`src/rtl/fll_seq_pkg.sv`:
```
// Shared types and constants for the FLL frequency sequencer: FSM states,
// the FLL bus request bundle and the CFG1 field layout.
package fll_seq_pkg;

  typedef enum logic [2:0] {
    S_IDLE,
    S_RD_REQ,
    S_RD_REL,
    S_WR_REQ,
    S_WR_REL,
    S_SETTLE,
    S_WAIT_LOCK
  } state_e;

  typedef struct packed {
    logic        req;
    logic        wrn;
    logic [1:0]  addr;
    logic [31:0] wdata;
  } fll_bus_t;

  localparam logic [1:0] FLL_ADDR_CFG1 = 2'd1;
  localparam int MULT_LSB = 0;
  localparam int MULT_W   = 16;
  localparam int DIV_LSB  = 26;
  localparam int DIV_W    = 4;

  localparam fll_bus_t BUS_IDLE = '{req: 1'b0, wrn: 1'b1, addr: 2'd0, wdata: 32'd0};

  // Only the mult and div fields change; every other CFG1 bit is kept.
  function automatic logic [31:0] cfg1_merge(input logic [31:0] cur,
                                             input logic [MULT_W-1:0] mult,
                                             input logic [DIV_W-1:0] div);
    logic [31:0] r;
    r = cur;
    r[MULT_LSB +: MULT_W] = mult;
    r[DIV_LSB +: DIV_W]   = div;
    return r;
  endfunction

  function automatic int max3(input int a, input int b, input int c);
    int m;
    m = (a > b) ? a : b;
    return (m > c) ? m : c;
  endfunction

endpackage

```
`src/rtl/fll_seq_sync.sv`:
```
// Two-flop synchronizer for the asynchronous FLL ack and lock inputs.
module fll_seq_sync (
  input  logic clk_i,
  input  logic rst_i,
  input  logic d_i,
  output logic q_o
);

  logic [1:0] ff_q, ff_d;

  always_comb ff_d = {ff_q[0], d_i};

  always_ff @(posedge clk_i) begin
    if (rst_i) ff_q <= '0;
    else       ff_q <= ff_d;
  end

  assign q_o = ff_q[1];

endmodule

```
`src/rtl/fll_freq_sequencer.sv`:
```
// Read-modify-write of FLL CFG1 over the 4-phase FLL bus, then a lock-blanking
// settle window and a wait for stable lock bounded by a timeout.
module fll_freq_sequencer
  import fll_seq_pkg::*;
#(
  parameter int SETTLE_CYCLES = 16,
  parameter int LOCK_STABLE   = 8,
  parameter int LOCK_TIMEOUT  = 4096
) (
  input  logic        clk_i,
  input  logic        rst_i,
  input  logic        cmd_valid_i,
  output logic        cmd_ready_o,
  input  logic [15:0] cmd_mult_i,
  input  logic [3:0]  cmd_div_i,
  output logic        busy_o,
  output logic        done_o,
  output logic        err_o,
  output logic        fll_req_o,
  input  logic        fll_ack_i,
  output logic        fll_wrn_o,
  output logic [1:0]  fll_addr_o,
  output logic [31:0] fll_wdata_o,
  input  logic [31:0] fll_rdata_i,
  input  logic        fll_lock_i
);

  localparam int CW = $clog2(max3(SETTLE_CYCLES, LOCK_STABLE, LOCK_TIMEOUT)) + 1;

  logic ack_sync, lock_sync;

  fll_seq_sync u_ack_sync  (.clk_i(clk_i), .rst_i(rst_i), .d_i(fll_ack_i),  .q_o(ack_sync));
  fll_seq_sync u_lock_sync (.clk_i(clk_i), .rst_i(rst_i), .d_i(fll_lock_i), .q_o(lock_sync));

  state_e          state_q, state_d;
  fll_bus_t        bus_q, bus_d;
  logic [15:0]     mult_q, mult_d;
  logic [3:0]      div_q, div_d;
  logic [31:0]     cfg_q, cfg_d;
  logic [CW-1:0]   cnt_q, cnt_d, stab_q, stab_d;
  logic [CW-1:0]   cnt_inc, stab_inc;
  logic [1:0]      prime_q, prime_d;
  logic            done_q, done_d, err_q, err_d;
  logic            accept;

  // Ready waits for the ack synchronizer to refill after reset and for any
  // handshake cut short by reset to finish on the FLL side.
  assign cmd_ready_o = (state_q == S_IDLE) && !ack_sync && (prime_q == 2'd2);
  assign accept      = cmd_valid_i && cmd_ready_o;

  always_comb begin
    state_d  = state_q;
    bus_d    = bus_q;
    mult_d   = mult_q;
    div_d    = div_q;
    cfg_d    = cfg_q;
    cnt_d    = cnt_q;
    stab_d   = stab_q;
    done_d   = 1'b0;
    err_d    = 1'b0;
    prime_d  = (prime_q == 2'd2) ? prime_q : prime_q + 2'd1;
    cnt_inc  = cnt_q + 1'b1;
    stab_inc = lock_sync ? stab_q + 1'b1 : '0;
    case (state_q)
      S_IDLE: if (accept) begin
        if (cmd_mult_i == '0) err_d = 1'b1;
        else begin
          mult_d  = cmd_mult_i;
          div_d   = cmd_div_i;
          state_d = S_RD_REQ;
          bus_d   = '{req: 1'b1, wrn: 1'b1, addr: FLL_ADDR_CFG1, wdata: 32'd0};
        end
      end
      S_RD_REQ: if (ack_sync) begin
        cfg_d     = cfg1_merge(fll_rdata_i, mult_q, div_q);
        bus_d.req = 1'b0;
        state_d   = S_RD_REL;
      end
      S_RD_REL: if (!ack_sync) begin
        bus_d   = '{req: 1'b1, wrn: 1'b0, addr: FLL_ADDR_CFG1, wdata: cfg_q};
        state_d = S_WR_REQ;
      end
      S_WR_REQ: if (ack_sync) begin
        bus_d.req = 1'b0;
        state_d   = S_WR_REL;
      end
      S_WR_REL: if (!ack_sync) begin
        bus_d   = BUS_IDLE;
        cnt_d   = '0;
        state_d = S_SETTLE;
      end
      S_SETTLE: begin
        if (cnt_inc == CW'(SETTLE_CYCLES)) begin
          cnt_d   = '0;
          stab_d  = '0;
          state_d = S_WAIT_LOCK;
        end else cnt_d = cnt_inc;
      end
      S_WAIT_LOCK: begin
        cnt_d  = cnt_inc;
        stab_d = stab_inc;
        if (stab_inc == CW'(LOCK_STABLE)) begin
          done_d  = 1'b1;
          state_d = S_IDLE;
        end else if (cnt_inc == CW'(LOCK_TIMEOUT)) begin
          err_d   = 1'b1;
          state_d = S_IDLE;
        end
      end
      default: begin
        bus_d   = BUS_IDLE;
        state_d = S_IDLE;
      end
    endcase
  end

  always_ff @(posedge clk_i) begin
    if (rst_i) begin
      state_q <= S_IDLE;
      bus_q   <= BUS_IDLE;
      mult_q  <= '0;
      div_q   <= '0;
      cfg_q   <= '0;
      cnt_q   <= '0;
      stab_q  <= '0;
      prime_q <= '0;
      done_q  <= 1'b0;
      err_q   <= 1'b0;
    end else begin
      state_q <= state_d;
      bus_q   <= bus_d;
      mult_q  <= mult_d;
      div_q   <= div_d;
      cfg_q   <= cfg_d;
      cnt_q   <= cnt_d;
      stab_q  <= stab_d;
      prime_q <= prime_d;
      done_q  <= done_d;
      err_q   <= err_d;
    end
  end

  assign busy_o      = (state_q != S_IDLE);
  assign done_o      = done_q;
  assign err_o       = err_q;
  assign fll_req_o   = bus_q.req;
  assign fll_wrn_o   = bus_q.wrn;
  assign fll_addr_o  = bus_q.addr;
  assign fll_wdata_o = bus_q.wdata;

endmodule
```
`config.mk`:
```
export PLATFORM = sky130hd
export DESIGN_NAME = fll_freq_sequencer
export DESIGN_NICKNAME = d
export VERILOG_FILES = /design/src/rtl/fll_seq_pkg.sv /design/src/rtl/fll_seq_sync.sv /design/src/rtl/fll_freq_sequencer.sv
export SDC_FILE = /design/constraint.sdc
export NUM_CORES = 1
export LEC_CHECK = 0
export BUFFER_PORTS_ARGS = -buffer_cell sky130_fd_sc_hd__buf_2
export CORE_MARGIN = 10
export CORE_UTILIZATION = 55
export CTS_CLUSTER_SIZE = 16
export DETAILED_ROUTE_END_ITERATION = 8
export PLACE_DENSITY = 0.81
export SKIP_LAST_GASP = 1
export SYNTH_ARGS = -nofsm -noshare
export SYNTH_HDL_FRONTEND = slang
export SYNTH_SLANG_ARGS = --single-unit
```
`constraint.sdc`:
```
create_clock -name clk_i -period 2.74 [get_ports clk_i]
set_clock_uncertainty 0.05 [all_clocks]
set_input_delay 0.137 -clock clk_i [delete_from_list [all_inputs] [get_ports clk_i]]
set_output_delay 0.137 -clock clk_i [all_outputs]
set_load 0.01 [all_outputs]
```
==> flow_summary.ini, run 1 <==
[logic_synthesis]
synthesis.area_um2 = 5270
ys_seq_area_frac = 0.471
async_reset_ff_frac = 0
yosysWarnings = 0
yosysUniqueCellTypes = 64
synth_edf_count = 0
postSynthNetCount = 663
ys.flop_type = dfxtp_1
ys_ff_latch = 124
syn-instance-count = 603
synth.avg_cell_area_um2 = 8.74

[route]
antenna_left = 0
dr.pass1.iters = 5
drc = 0
viasPerCell = 5.64
vias = 4738
wl_per_cell_um = 15.9
wirelength_mm = 13.4
drtIter0Drc = 245

[global_routing]
grt_usage = 0.193
grt_pass1_wl_mm = 22.7
antenna_found_initial = 0
grt_pass1_vias = 4725
grt_overflow = 0
grt_start_max_net_pins = 101

[power]
p_leak_nw = 2.66
seqPwrFrac = 0.446
vdd_drop_max_mv = 0.522
p_int_mw = 3.16
cellPowerDensity_nw_per_um2 = 653
p_switching_mw = 1.11
power_frac_comb = 0.093
power_frac_clock = 0.462
switching_share = 0.259

[placement]
place_area_um2 = 5650
place.gp.congestion = 0.950
io_buffers = 75
hpwlAfterDp_mm = 8.29

[clocking]
post_cts_buffers = 0
cts_buffers = 17
clk_pin_slew_worst_paths_ns = 0.06
cts_tree = done
insertion_delay_ns = 0.51
cts.root.buffer_cell = clkbuf_8
htreeDepth = 4
cts_buffer_depth = 2
cts_sinks = 124

[final_layout]
area_delta_synth_final_pct = 24.1
fin_nets = 757
drive_gt1_frac = 0.183
final_cell_area_um2 = 6540
final_core_util = 0.704

[sta]
max_freq_ghz = 0.379
final.period_utilization = 0.962
rsz0062_at_grt = no
hold_viol_final = 0
tightestPinTransition_ns = 0.988
min_period_ns = 2.64
fin_tns_setup_ns = 0
maxSlewViolCount = 0
max_slew_margin = 0.341
finalSetupViolations = 0

[floorplanning]
die-width_um = 118
ioPinCount = 97
die_area_um2 = 13900
rows = 35
start_util = 0.568
die_y_um = 118
fp.coreArea_um2 = 9280

[run]
max_cap_viol_count = 0

[setup_path]
crit_chain = nand3_4 > or4_1 > a221oi_2 > and4_1 > buf_4 > o311ai_0 > o21a_1
critPathKind = reg -> reg
path_max_fanout = 9
critPathBufInv = 1
cp-end-kind = flip-flop
critical_path_required_ns = 3.10
path_delay_family = simple AND/OR/NAND/NOR gates
arrival_ns = 2.99
startpoint_type = flip-flop
critPathSlowestCell = or4_1
cp_slowest_stage_delay_ns = 0.58

[outcome]
outcome = completed

[worst_hold_path]
hold_path.class = in -> reg
-- layout make-up --
cell class	count	area [um^2]
Fill cell	694	2740
Multi-Input combinational cell	429	2540
Sequential cell	124	2480
Timing Repair Buffer	120	803
Clock buffer	19	422
Tap cell	129	161
Clock inverter	13	108
Inverter	5	18.8
Antenna cell	1	2.50
-- worst register-to-register path, cell delays in order, from the launching register on --
cell	delay [ns]
dfxtp_1	0.50
nand3_4	0.17
or4_1	0.58
a221oi_2	0.31
and4_1	0.42
buf_4	0.23
o311ai_0	0.14
o21a_1	0.15
-- cell usage in the layout (no fill, tap or decap), drive strengths merged, types with 12 or more instances in the layout --
master / count
dfxtp: 124
nand2: 91
buf: 85
nor2: 72
a21oi: 44
dlygate4sd3: 35
a22oi: 32
mux2i: 22
clkbuf: 19
nor3: 12
-- Yosys cell counts (5+ instances only) --
| cell | instances | share of area |
|---|---|---|
| dfxtp_1 | 124 | 0.47 |
| nand2_1 | 91 | 0.065 |
| nor2_1 | 72 | 0.051 |
| a21oi_1 | 44 | 0.042 |
| a22oi_1 | 32 | 0.046 |
| clkbuf_1 | 31 | 0.022 |
| mux2i_1 | 22 | 0.042 |
| a22o_1 | 11 | 0.018 |
| a31oi_1 | 11 | 0.013 |
| nor3_1 | 11 | 0.010 |
| nand3_1 | 10 | 0.0095 |
| nor4_1 | 9 | 0.011 |
| o31ai_1 | 9 | 0.013 |
| nor2b_1 | 8 | 0.0095 |
| o21ai_0 | 8 | 0.0076 |
| xnor2_1 | 7 | 0.012 |
| xor2_1 | 7 | 0.012 |
| o21a_1 | 6 | 0.0085 |
| or3_1 | 6 | 0.0071 |
| inv_1 | 5 | 0.0036 |
-- power by group through the flow --
stage	registers [mW]	clock network, mW	logic [mW]
3_5_place_dp	1.94	0	0.350
5_1_grt	1.91	2.09	0.441
2_1_floorplan	1.93	0	0.253
4_1_cts	1.90	1.99	0.395
6_report	1.90	1.97	0.396
3_3_place_gp	1.94	0	0.339
-- sequential cells by signal (all words and copies together), names as in the netlist --
register	count
div_q	4
stab_q	13
u_ack_sync.ff_q	2
fll_wdata_o	32
err_o	1
done_o	1
state_q	3
prime_q	2
cnt_q	13
fll_wrn_o	1
cfg_q	32
fll_req_o	1
u_lock_sync.ff_q	2
mult_q	16
fll_addr_o	1
-- what timing repair did --
item / in CTS / in global routing
setup endpoints to repair: 0 / 9
hold buffers: 35 / 0
endpoints found under the hold margin: 35 / 0
gates resized for setup: 0 / 2
-- layer usage --
| metal | global-route usage | wire length (um) | vias to the layer above |
|---|---|---|---|
| met5 | 0 | 0 | - |
| li1 | - | - | 2322 |
| met1 | 0.210 | 5440 | 2246 |
| met2 | 0.335 | 6840 | 151 |
| met3 | 0.0695 | 916 | 19 |
| met4 | 0.0711 | 192 | 0 |
-- per-stage QoR --
| step | hold WS, ns | cells | worst slack [ns] | total power, mW |
|---|---|---|---|---|
| 6_report | 0.132 | 840 | 0.105 | 4.27 |
| 5_1_grt | 0.162 | 839 | 0.00798 | 4.45 |
| 4_1_cts | 0.115 | 839 | 0.120 | 4.29 |
| 3_5_place_dp | 0.302 | 772 | 0.191 | 2.29 |
| 3_3_place_gp | 0.301 | 772 | 0.245 | 2.28 |
| 2_1_floorplan | 0.215 | 603 | 0.489 | 2.18 |
-- worst paths after layout --
kind,startpoint,endpoint,slack (ns),depth (start not counted)
setup / recovery,cnt_q[4],cnt_q[3],0.10,7
hold / removal,cmd_valid_i,err_o,0.13,5
setup reg to reg,cnt_q[4],cnt_q[3],0.10,7
hold reg to reg,u_lock_sync.ff_q[0],u_lock_sync.ff_q[1],0.39,1
-- kinds of logic after synthesis --
group,after synthesis,share of synthesized area
mux,22,0.0418
flops,124,0.471
xor+xnor,14,0.0233
fa+ha+maj,3,0.00712
simple gates,244,0.217
other cells,1,0.000712
compound gates,145,0.187
buf+inv,50,0.0513
(Power assumes the default switching activity.)
==> run 2: changes to the inputs <==
--- a/config.mk
+++ b/config.mk
@@ -14,4 +14,5 @@
 export SKIP_LAST_GASP = 1
 export SYNTH_ARGS = -nofsm -noshare
 export SYNTH_HDL_FRONTEND = slang
+export SYNTH_HIERARCHICAL = 1
 export SYNTH_SLANG_ARGS = --single-unit
==> run 2 against run 1 <==
Net effect: register-to-register slack improved by 0.03 ns; combinational power increased by 5.8%; critical path type unchanged; cell count rose by 2.0%; largest power group unchanged.
==> flow_summary.ini, run 2 <==
[final_layout]
seq_area_um2 = 2480
fin_nets = 775
multi_input_area_um2 = 2550
final_cell_mix = 124 x dfxtp_1, 88 x nand2_1, 74 x nor2_1, 74 x buf_2, 50 x a21oi_1
fillerInstances = 645
layout_commonest_cell = dfxtp_1
area_delta_synth_final_pct = 27.9
diodes = 0
drive_gt1_frac = 0.199

[worst_hold_path]
hold_path.class = in -> reg

[power]
p_leak_nw = 2.60
vdd_drop_max_mv = 0.562
cellPowerDensity_nw_per_um2 = 679

[route]
wl_met2_mm = 7.19
dr.pass1.iters = 5
highest_layer = met4
wl_met3_um = 914
antenna_left = 0
wl_met1_mm = 5.95
drtIter0Drc = 345
viasPerCell = 5.70
vias = 4884
wl_per_cell_um = 16.7
drc = 0
wirelength_mm = 14.3

[sta]
fin_tns_setup_ns = 0
max_freq_ghz = 0.384
tightestPinTransition_ns = 0.678
fin_ws_ns = 0.133
min_period_ns = 2.61
hold_viol_final = 0
rsz0062_at_grt = no
maxSlewViolCount = 0
max_slew_margin = 0.546
finalSetupViolations = 0
final.period_utilization = 0.951

[placement]
hpwlAfterDp_mm = 8.67
place.gp.congestion = 0.881
io_buffers = 75
dp_slack_ns = 0.0726

[floorplanning]
start_util = 0.565
die_y_um = 117
ioPinCount = 97
fp.coreArea_um2 = 9240
rows = 35
die-width_um = 117
die_area_um2 = 13800

[global_routing]
antenna_found_initial = 0
grt_usage = 0.200
grt_pass1_vias = 4840
grt_start_max_net_pins = 56
grt_overflow = 0
grt_pass1_wl_mm = 23.6

[setup_path]
path_delay_family = simple AND/OR/NAND/NOR gates
critical_path_required_ns = 3.10
arrival_ns = 2.96
cp_slowest_stage_delay_ns = 0.63
critPathBufInv = 0
cp-end-kind = flip-flop
critPathSlowestCell = or4b_4
path_max_fanout = 7
crit_chain = ha_4 > and3_2 > and4_1 > o2111ai_2 > or4b_4 > o21ai_4 > nor2_2 > a22o_1
critPathKind = reg -> reg
startpoint_type = flip-flop

[run]
max_cap_viol_count = 0

[logic_synthesis]
synth_most_common_cell = dfxtp_1
async_reset_ff_frac = 0
synth.avg_cell_area_um2 = 8.55
ys_ff_latch = 124
syn-instance-count = 611
ys.flop_type = dfxtp_1
synth_commonest_cells = 124 x dfxtp_1, 88 x nand2_1, 74 x nor2_1, 50 x a21oi_1, 33 x a22oi_1
yosys.area.top_type_share = 0.475
synthesis.area_um2 = 5230
ys_seq_area_frac = 0.475
postSynthNetCount = 671
synth_top_cells_by_area = dfxtp_1 48%, nand2_1 6.3%, nor2_1 5.3%
yosysUniqueCellTypes = 60
synth_edf_count = 0
synth_largest_area_cell = dfxtp_1
yosysWarnings = 6

[clocking]
post_cts_buffers = 0
clk_pin_slew_worst_paths_ns = 0.07
cts_buffers = 17
cts_tree = done
cts.root.buffer_cell = clkbuf_8
cts_buffer_depth = 2
cts_sinks = 124
insertion_delay_ns = 0.51
htreeDepth = 4

[outcome]
outcome = completed
-- run 2: area by class of cell --
type,count,share of cell area
flip-flops and latches,124,0.372
clock inverters,15,0.0260
repair buffers,128,0.129
clock buffers,17,0.0620
well taps,129,0.0242
inverters,10,0.00562
multi-input cells,434,0.382
-- run 2: stage by stage --
step	instances	total power, mW	hold WS (ns)	area, um^2	utilization
2_1_floorplan	611	2.19	0.159	5230	-
3_3_place_gp	791	2.29	0.306	5730	0.620
3_5_place_dp	791	2.31	0.305	5730	0.620
4_1_cts	857	4.54	0.0443	6670	0.721
5_1_grt	857	4.69	0.0645	6680	0.723
6_report	857	4.53	0.0623	6680	0.723
-- run 2: timing repair --
action / in CTS / in global routing
resized for setup: 2 / 4
hold endpoints to repair: 34 / 0
endpoints found under the setup margin: 1 / 20
hold buffers: 34 / 0
-- run 2: kinds of logic (layout without fill, tap and decap cells) --
kind of cell               Yosys count  after routing  share of synthesized area
and+or+nand+nor                    247            247                      0.221
AOI/OAI and AO/OA                  146            146                      0.185
DFF                                124            124                      0.475
buffers and inverters               53            170                     0.0433
muxes                               25             25                     0.0479
xor gates and xnor gates            12             12                     0.0201
adders and majority gates            3              3                    0.00718
other                                1              1                   0.000718
-- run 2: metal layers --
layer  track usage  up-vias
li1              -     2348
met1         0.231     2322
met2         0.345      181
met3        0.0571       33
met4        0.0726        0
met5             0        -
-- run 2: where the power goes --
part           switching, mW  internal, mW  total (mW)
registers             0.0422          1.86        1.90
clock network          0.887          1.33        2.21
logic                  0.240         0.179       0.419
-- run 2: final timing paths --
kind	startpoint	endpoint	slack, ns	cells after the start
max	cnt_q[0]	stab_q[3]	0.13	8
min	rst_i	mult_q[5]	0.06	2
max reg2reg	cnt_q[0]	stab_q[3]	0.13	8
min reg2reg	mult_q[8]	cfg_q[8]	0.40	2
==> run 3: changes to the inputs <==
--- a/config.mk
+++ b/config.mk
@@ -8,6 +8,7 @@
 export BUFFER_PORTS_ARGS = -buffer_cell sky130_fd_sc_hd__buf_2
 export CORE_MARGIN = 10
 export CORE_UTILIZATION = 55
+export CTS_CLUSTER_DIAMETER = 200
 export CTS_CLUSTER_SIZE = 16
 export DETAILED_ROUTE_END_ITERATION = 8
 export PLACE_DENSITY = 0.81
==> constraint.sdc (replaced) <==
create_clock -name clk_i -period 2.88 [get_ports clk_i]
set_clock_uncertainty 0.05 [all_clocks]
set_input_delay 0.144 -clock clk_i [delete_from_list [all_inputs] [get_ports clk_i]]
set_output_delay 0.144 -clock clk_i [all_outputs]
set_load 0.01 [all_outputs]
==> run 3 against run 2 <==
Net effect: critical path type unchanged; critical endpoint unchanged; setup slack better by 0.063 ns; via count fell by 0.98%; critical path depth unchanged; combinational power is 4% lower; maximum frequency down 2.9%; utilization fell by 0.47 points; total power down 3.3%; count of clock-buffer cells in the layout is 1 higher; cell count down 0.58%.
==> flow_summary.ini, run 3 (same netlist as run 2, synthesis figures left out) <==
[sta]
rsz0062_at_grt = no
tightestPinTransition_ns = 0.665
fin_tns_setup_ns = 0
final.period_utilization = 0.932
min_period_ns = 2.68
finalSetupViolations = 0
max_freq_ghz = 0.373
max_slew_margin = 0.557
maxSlewViolCount = 0
fin_ws_ns = 0.196
hold_viol_final = 0

[route]
dr.pass1.iters = 5
wirelength_mm = 14.3
drc = 0
drtIter0Drc = 357
wl_per_cell_um = 16.8
viasPerCell = 5.68
antenna_left = 0
vias = 4836

[global_routing]
grt_start_max_net_pins = 67
grt_usage = 0.202
antenna_found_initial = 0
grt_overflow = 0
grt_pass1_vias = 4751
grt_pass1_wl_mm = 23.5

[clocking]
cts_tree = done
cts_sinks = 124
cts_buffers = 17
htreeDepth = 4
cts_buffer_depth = 2
insertion_delay_ns = 0.52
clk_pin_slew_worst_paths_ns = 0.06
cts.root.buffer_cell = clkbuf_8

[setup_path]
crit_chain = ha_1 > and3_1 > a211oi_1 > o2111ai_1 > or4b_4 > o21ai_4 > nor2_2 > a22o_1
path_delay_family = simple AND/OR/NAND/NOR gates
path_max_fanout = 7
critPathKind = reg -> reg
startpoint_type = flip-flop
cp-end-kind = flip-flop
critPathSlowestCell = or4b_4
critPathLaunch = cnt_q[0]
cp_slowest_stage_delay_ns = 0.64
critPathBufInv = 0
r2r-start = cnt_q[0]
critical_path_required_ns = 3.24
arrival_ns = 3.05

[final_layout]
fillerInstances = 643
area_delta_synth_final_pct = 27.0
final_cell_area_um2 = 6640
layout_commonest_cell = dfxtp_1
diodes = 0
drive_gt1_frac = 0.183
fin_nets = 770
final_cell_mix = 124 x dfxtp_1, 88 x nand2_1, 74 x nor2_1, 74 x buf_2, 50 x a21oi_1

[run]
max_cap_viol_count = 0

[floorplanning]
fp.coreArea_um2 = 9240
start_util = 0.565
ioPinCount = 97
rows = 35
die-width_um = 117
die_y_um = 117
die_area_um2 = 13800

[outcome]
outcome = completed

[power]
p_leak_nw = 2.58
cellPowerDensity_nw_per_um2 = 661
vdd_drop_max_mv = 0.438

[placement]
place_area_um2 = 5670
io_buffers = 75
dp_slack_ns = 0.206
hpwlAfterDp_mm = 8.56
place.gp.congestion = 0.867

[worst_hold_path]
hold_path.class = in -> reg
worstHoldStart = cmd_valid_i
==> run 3: worst register-to-register path, stage by stage (launching register included) <==
cell	delay, ns
dfxtp_1	0.33
ha_1	0.29
and3_1	0.26
a211oi_1	0.26
o2111ai_1	0.19
or4b_4	0.64
o21ai_4	0.22
nor2_2	0.09
a22o_1	0.25
==> run 3: timing repair <==
item                                    in CTS  in global routing
hold buffers                                37                  0
buffers inserted                             0                  0
resized for setup                            0                  0
endpoints found under the setup margin       0                  0
hold endpoints to repair                    46                  0
==> run 3: path summary, 6_finish.rpt <==
kind	depth (start not counted)	end	slack, ns
max	8	stab_q[3]	0.20
min	4	err_o	0.1
max reg2reg	8	stab_q[3]	0.20
min reg2reg	2	cfg_q[5]	0.40
==> run 3: cell type report <==
| type | instances | area (um^2) | share of cell area |
|---|---|---|---|
| clock buffers | 18 | 428 | 0.0645 |
| clock inverters | 14 | 173 | 0.0260 |
| inverters | 10 | 37.5 | 0.00566 |
| multi-input cells | 434 | 2520 | 0.380 |
| flip-flops and latches | 124 | 2480 | 0.374 |
| well taps | 129 | 161 | 0.0243 |
| repair buffers | 123 | 831 | 0.125 |
==> run 3: power breakdown <==
part / total (mW) / internal, mW / switching, mW
Combinational: 0.402 / 0.174 / 0.228
Sequential: 1.81 / 1.77 / 0.0403
Clock: 2.17 / 1.29 / 0.879
==> run 3: stage by stage <==
stage | util | hold WS [ns] | std cells | power (mW)
6_report | 0.718 | 0.0973 | 852 | 4.38
5_1_grt | 0.718 | 0.107 | 852 | 4.52
4_1_cts | 0.718 | 0.0900 | 852 | 4.38
3_5_place_dp | 0.613 | 0.311 | 783 | 2.19
3_3_place_gp | 0.613 | 0.311 | 783 | 2.18
2_1_floorplan | - | 0.166 | 611 | 2.08
==> run 3: per-layer routing <==
metal  routed length, um  global-route usage
met1                5860               0.226
met2                7210               0.351
met3                 978              0.0647
met4                 251              0.0742
met5                   0                   0
